[src/rtl/esc_pkg.sv]
// Shared types for the escalation sender/receiver pair.
// The tx/rx pairs are 2-bit packed structs with the positive rail in the MSB,
// so a struct value and the raw 2-bit port slice are interchangeable.
package esc_pkg;

   typedef struct packed {
      logic esc_p;
      logic esc_n;
   } esc_tx_t;

   typedef struct packed {
      logic resp_p;
      logic resp_n;
   } esc_rx_t;

   // Idle levels of the differential pairs: positive rail low, negative rail high.
   localparam esc_tx_t ESC_TX_DEFAULT = 2'b01;
   localparam esc_rx_t ESC_RX_DEFAULT = 2'b01;

   typedef enum logic [2:0] {
      Idle,
      PingWait,
      PingChk,
      EscWait,
      EscChk
   } esc_sender_state_e;

endpackage : esc_pkg

[src/rtl/esc_sender.sv]
// Escalation sender for one severity lane.
// Turns the escalation-enable and ping-request levels into the differential
// esc_tx pair, checks the receiver's differential response and reports ping
// success and integrity failures. All outputs come straight from flops.
//
// Build option: define ESC_SENDER_INTEG_STICKY_EN to make integ_fail_o hold
// at 1 from the first detected failure until reset; otherwise it pulses for
// one cycle per detected failure.
//
// PingChecks must be even and within 2..8: the expected response alternates
// 1,0,1,0,... and is derived from the LSB of the check counter.
module esc_sender
   import esc_pkg::*;
#(
   parameter int PingChecks = 4
) (
   input  logic       clk_i,
   input  logic       rst_ni,
   input  logic       ping_en_i,
   input  logic       esc_en_i,
   output logic [1:0] esc_tx_o,
   input  logic [1:0] esc_rx_i,
   output logic       ping_ok_o,
   output logic       integ_fail_o
);

   localparam int CntW = $clog2(PingChecks);

   esc_sender_state_e state_q, state_d;
   logic [CntW-1:0]   cnt_q, cnt_d;
   esc_tx_t           tx_q, tx_d;
   logic              esc_p_d;
   logic              ping_ok_q, ping_ok_d;
   logic              integ_fail_q, fail_d;

   esc_rx_t           rx;
   logic              diff_fail;
   logic              pat_ok;
   logic              last_chk;

   assign rx        = esc_rx_t'(esc_rx_i);
   // Both rails equal means the pair itself is broken, whatever the state.
   assign diff_fail = (rx.resp_p == rx.resp_n);
   // Expected response alternates 1,0,1,0 starting at counter value 0.
   assign pat_ok    = (rx.resp_p == ~cnt_q[0]);
   assign last_chk  = (cnt_q == CntW'(PingChecks - 1));
   assign tx_d      = '{esc_p: esc_p_d, esc_n: ~esc_p_d};

   // Next-state, counter and next-output decode; escalation always wins over ping.
   always_comb begin
      // NOTE: every signal gets a default before the case so no path leaves it
      // unassigned, which would otherwise infer a latch.
      state_d  = state_q;
      cnt_d    = cnt_q;
      esc_p_d  = 1'b0;
      ping_ok_d = 1'b0;
      fail_d   = diff_fail;

      unique case (state_q)
         Idle: begin
            if (esc_en_i) begin
               esc_p_d = 1'b1;
               state_d = EscWait;
            end else if (ping_en_i) begin
               esc_p_d = 1'b1;
               state_d = PingWait;
            end
         end

         // Receiver is still reacting to the ping pulse; nothing to check yet.
         PingWait: begin
            if (esc_en_i) begin
               esc_p_d = 1'b1;
               state_d = EscWait;
            end else begin
               cnt_d   = '0;
               state_d = PingChk;
            end
         end

         PingChk: begin
            if (esc_en_i) begin
               // Abort the ping silently and start escalating.
               esc_p_d = 1'b1;
               state_d = EscWait;
            end else if (diff_fail) begin
               state_d = Idle;
            end else if (!pat_ok) begin
               fail_d  = 1'b1;
               state_d = Idle;
            end else if (last_chk) begin
               ping_ok_d = 1'b1;
               state_d   = Idle;
            end else begin
               cnt_d = cnt_q + CntW'(1);
            end
         end

         // First escalation cycle: the receiver has not answered yet.
         EscWait: begin
            if (esc_en_i) begin
               esc_p_d = 1'b1;
               cnt_d   = '0;
               state_d = EscChk;
            end else begin
               state_d = Idle;
            end
         end

         // Counter wraps freely here; only its LSB (the expected toggle) matters.
         EscChk: begin
            if (esc_en_i) begin
               esc_p_d = 1'b1;
               cnt_d   = cnt_q + CntW'(1);
               if (!pat_ok) begin
                  fail_d = 1'b1;
               end
            end else begin
               state_d = Idle;
            end
         end

         default: begin
            state_d = Idle;
         end
      endcase
   end

   // State, counter and registered outputs.
   always_ff @(posedge clk_i or negedge rst_ni) begin
      if (!rst_ni) begin
         state_q      <= Idle;
         cnt_q        <= '0;
         tx_q         <= ESC_TX_DEFAULT;
         ping_ok_q    <= 1'b0;
         integ_fail_q <= 1'b0;
      end else begin
         // NOTE: non-blocking assignments so every flop samples the pre-edge
         // values regardless of statement order.
         state_q   <= state_d;
         cnt_q     <= cnt_d;
         tx_q      <= tx_d;
         ping_ok_q <= ping_ok_d;
`ifdef ESC_SENDER_INTEG_STICKY_EN
         integ_fail_q <= integ_fail_q | fail_d;
`else
         integ_fail_q <= fail_d;
`endif
      end
   end

   assign esc_tx_o     = tx_q;
   assign ping_ok_o    = ping_ok_q;
   assign integ_fail_o = integ_fail_q;

endmodule : esc_sender

[config.mk]
export PLATFORM = sky130hd
export DESIGN_NAME = esc_sender
export DESIGN_NICKNAME = d
export VERILOG_FILES = /design/src/rtl/esc_pkg.sv /design/src/rtl/esc_sender.sv
export SDC_FILE = /design/constraint.sdc
export NUM_CORES = 1
export LEC_CHECK = 0
export CORE_AREA = 4 4 41 43
export CTS_BUF_LIST = sky130_fd_sc_hd__clkbuf_4
export DETAILED_ROUTE_END_ITERATION = 8
export DIE_AREA = 0 0 45 47
export SLEW_MARGIN = 0
export SYNTH_ARGS = -nofsm -noshare
export SYNTH_HDL_FRONTEND = slang
export SYNTH_SLANG_ARGS = --single-unit
[constraint.sdc]
create_clock -name clk_i -period 2.4 [get_ports clk_i]
set_input_delay 0.24 -clock clk_i [delete_from_list [all_inputs] [get_ports clk_i]]
set_output_delay 0.24 -clock clk_i [all_outputs]
set_load 0.01 [all_outputs]
== Word level (Yosys, flattened, before mapping) ==
Cells that the tools add are included.

* Bits in registers: 9
* Bits in latches: 0
* Memory bits (writable): 0
* Bits in read-only memories: 0
* Memories: 0

* $add $sub $neg: 1
* Multiply operators: 0
* Divide/modulo/power cells: 0
* $lt $le $gt $ge: 0
* Eq/ne operators: 17
* Shift operators: 0
* Muxes and demuxes: 33
* Bitwise gates (word level): 2
* Reductions and logical operators: 5

{| class="wikitable"
|+ Operators by type and width
! kind !! count
|-
| $mux W3 || 8
|-
| $ne A2 B2 Y1 const B || 8
|-
| $pmux W3 S5 || 1
|-
| $mux W1 || 14
|-
| $mux W2 || 7
|-
| $pmux W2 S4 || 1
|-
| $reduce_and A8 Y1 || 1
|-
| $eq A3 B2 Y1 const B || 2
|-
| $ne A5 B5 Y1 const B || 1
|-
| $pmux W1 S2 || 2
|-
| $reduce_bool A4 Y1 || 1
|-
| $reduce_or A4 Y1 || 1
|-
| $eq A3 B1 Y1 const B || 1
|-
| $eq A3 B3 Y1 const B || 1
|-
| $logic_not A3 Y1 || 1
|-
| $ne A3 B3 Y1 const B || 1
|-
| $reduce_and A3 Y1 || 1
|-
| $add A2 B1 Y2 const B || 1
|-
| $eq A1 B1 Y1 || 2
|-
| $eq A2 B2 Y1 const B || 1
|-
| $not A1 Y1 || 2
|}

== Depth between registers and ports, before layout ==
* Word-level depth: 6
* Mapped depth: 5

== Least setup slack after synthesis ==
Ideal clock, no wire load.

* Path type: register -> register
* Start: reg state_q[2]
* End: reg cnt_q[0]
* Setup time: 125 ps
* Data arrival time: 1341 ps
* Data required time: 2275 ps
* Setup slack: 934 ps
* Cell stages (with the launch flop): 6
* Path buffers: 1
* Cells stage by stage: dfrtp_1 buf_6 or2b_4 nor3_2 a311o_2 mux2_4

* Longest elaborated chain between the ends: 3

{| class="wikitable"
|+ Ends and longest elaborated chain
! what !! line !! text
|-
| start, declared || esc_sender.sv:29 || <nowiki>esc_sender_state_e state_q, state_d;</nowiki>
|-
| start signal, assigned || esc_sender.sv:132 || <nowiki>state_q <= Idle;</nowiki>
|-
| start signal, assigned || esc_sender.sv:140 || <nowiki>state_q <= state_d;</nowiki>
|-
| $eq A3 B3 Y1 (tied with other cells) || esc_sender.sv:59 || <nowiki>unique case (state_q)</nowiki>
|-
| $reduce_bool A4 Y1 (no line) or $ne A2 B2 Y1 (tied branches) || n/a ||
|-
| $reduce_and A8 Y1 (no line) || n/a ||
|-
| end signal, assigned || esc_sender.sv:141 || <nowiki>cnt_q <= cnt_d;</nowiki>
|-
| end, declared || esc_sender.sv:30 || <nowiki>logic [CntW-1:0] cnt_q, cnt_d;</nowiki>
|}

Parallel ways exist; a longest one is shown, timed or not.
A chain may end at the register's enable or synchronous reset.

== Worst setup path after layout ==
* Start: reg state_q[0]
* End: reg cnt_q[0]

The elaborated chain is that of the path after synthesis.

==> results.cfg <==
[finish]
fillerInstances = 144
antenna-diode-count = 0
area_growth_from_synthesis_to_layout_pct = 20.9
drive_gt1_frac = 0.200
multiInputGateArea_sq_um = 246
layout.core_utilization = 0.485
sequential_cell_area_sq_um = 226
design.final.nets = 68

[placed_design]
sum_of_net_half_perimeters_after_detailed_placement_um = 665
io_buffers = 9
finalWeightedCongestion = 0.761

[synthesis]
synthMostInstantiatedCell = dfrtp_1
synth.net_count = 57
netlist-cell-type-count = 28
yosys_warnings = 0
synthCells = 50
seq_area_frac_synth = 0.434
netlist_top_cells_count = dfrtp_1, a21oi_1, inv_1
cell_type_with_the_highest_aggregate_area_in_the_netlist = dfrtp_1
synthFlopType = dfrtp_1
synth_seq_cells = 9
synth-edff-count = 0
yosys.area.top_type_share = 0.384
async_flop_share = 1.00
post_synth_instance_area_sq_um = 522
synth.area.top_cells = dfrtp_1, dfstp_2, a21oi_1, buf_6, nand3b_1
avgSynthCellArea_sq_um = 10.4

[die]
std_cell_rows = 13
floorplan.die_area_sq_um = 2120
core_area_sq_um = 1300
dieHeight_um = 47
start_util = 0.401
num_io_pins = 10
die_width_um = 45

[outcome]
run_status = complete, no violations

[global_routing]
grt_pass1_vias = 314
grt_first_pass_wirelength_mm = 1.39
gr-total-overflow = 0
grt_start_max_net_pins = 14
grt_util_all_layers = 0.0961
number_of_antenna_violations_at_the_first_check_in_global_routing = 0

[cts]
clockRootBuffer = clkbuf_4
cts.reportedPaths.clkPinSlew_ns = 0.06
cts_resized = 0
cts.path.max_buffers = 2
clock_insertion_delay_worst_skew_ns = 0.25
postCtsSetupRepairBufs = 0
ctsHtreeMaxLevel = 1
cts_buffers = 3
ctsHoldBuffers = 0
cts_sinks = 9
tritoncts_clock_tree = built

[flow_run]
cap_viol_max_count = 0

[drt]
drt_iter0_drcs = 12
detail_route.drc_violations = 0
dr_wl_cell_um = 11.9
via_count = 386
post_drt_via_cell_ratio = 5.15
drt_wl_total_um = 890
dr.pass1.iters = 4
number_of_nets_still_failing_antenna_checks_after_routing = 0

[setup_path]
critical_path.max_stage_delay_ns = 0.50
cp_slowest_cell = dfrtp_1
crit_path_cell_trace = or3b_1 -> a21boi_1 -> a311o_2 -> mux2_4
worst-endpoint-required_ns = 2.53
crit_fanout = 12
cp.arrival_ns = 1.82
criticalPathCategory = reg2reg
critPathLaunchType = flip-flop
setup.worst_path.end_class = flip-flop

[pwr]
netSwitchingFraction = 0.344
clock_power_share = 0.187
internal_power_uw = 427
max_vdd_drop_uv = 531
pd_cells_nw_per_um2 = 1030
leakage_uw = 0.000266
pwr-share-comb = 0.366
power.total_uw = 651
power_switching_uw = 224
share_seq_of_total_power = 0.447

[timing]
worst-slew-pin-transition_ns = 0.389
final.min_clock_period_ns = 1.68
timing.setup.tns_ns = 0
worst_case_headroom_to_the_max_slew_limit = 0.740
skew_ns = 0.00677
rsz0062_at_grt = false
hold_viol_final = 0
min_period_over_period = 0.701
setup_viol = 0
timing.final.max_slew_violations = 0
highest_achievable_clock_rate_mhz = 594

[hold_path]
worst_min_delay_path_class = in2async
flip-flops by register name, summed over array words and instances (netlist names):
name / flops
state_q: 3
cnt_q: 2
esc_tx_o: 2
integ_fail_o: 1
ping_ok_o: 1
metrics by stage:
stage               hold WS (ns)  instance area [sq um]  instances  setup slack, ns
floorplan                -0.0556                    522         50            0.934
global placement           0.530                    601         71            0.546
detailed placement         0.535                    601         71            0.513
CTS                        0.281                    631         75            0.720
global route               0.288                    631         75            0.639
finish                     0.272                    631         75            0.717
critical path: cells and delay by family (launching register included):
family / cells / cell delay [ns]
flip-flops: 1 / 0.50
AND/OR/NAND/NOR: 1 / 0.41
multiplexers: 1 / 0.29
AO/OA/AOI/OAI: 2 / 0.35
power by group through the flow:
stage / clock network (uW) / registers (uW) / logic [uW]
floorplan: 0 / 245 / 251
global placement: 0 / 292 / 242
detailed placement: 0 / 292 / 243
CTS: 128 / 290 / 242
global route: 139 / 304 / 266
finish: 122 / 291 / 238
cell families (layout without fill, tap and decap cells):
kind of cell | count (synthesis) | in the layout | share of synthesized area
muxes | 2 | 2 | 0.0480
and+or+nand+nor | 17 | 17 | 0.230
AOI/OAI and AO/OA | 13 | 13 | 0.170
DFF | 9 | 9 | 0.434
buffers and inverters | 8 | 18 | 0.0935
adders and majority gates | 1 | 1 | 0.0240
cell type report:
type | instances | share of cell area
tap | 15 | 0.0298
sequential | 9 | 0.359
inverter | 5 | 0.0298
timing repair buffer | 9 | 0.143
clock buffer | 4 | 0.0476
multi-input combinational | 33 | 0.391
placed cells by master (no fill, tap or decap), types with 2 or more instances in the layout:
| master | n |
|---|---|
| clkbuf_4 | 4 |
| dfrtp_1 | 8 |
| inv_1 | 5 |
| nand2_1 | 3 |
| or3b_1 | 2 |
| clkdlybuf4s50_1 | 9 |
| nor2_1 | 2 |
| nand3b_1 | 3 |
| a21oi_1 | 5 |
routing by layer:
layer | up-vias | GRT usage | routed length (um)
met1 | 183 | 0.113 | 453
met2 | 6 | 0.144 | 402
met4 | 0 | 0.0351 | 0
met5 | - | 0 | 0
met3 | 0 | 0.0575 | 34
li1 | 197 | - | -
final timing paths:
kind                             from     endpoint  slack (ns)  cells past startpoint
max                        state_q[0]     cnt_q[0]        0.72                      4
min                            rst_ni   state_q[0]        0.27                      1
max reg2reg                state_q[0]     cnt_q[0]        0.72                      4
min reg2reg                  cnt_q[1]     cnt_q[1]        0.55                      2
max in group asynchronous      rst_ni  esc_tx_o[0]        1.81                      1
min in group clk_i           cnt_q[1]     cnt_q[1]        0.55                      2
(Power assumes the default switching activity.)
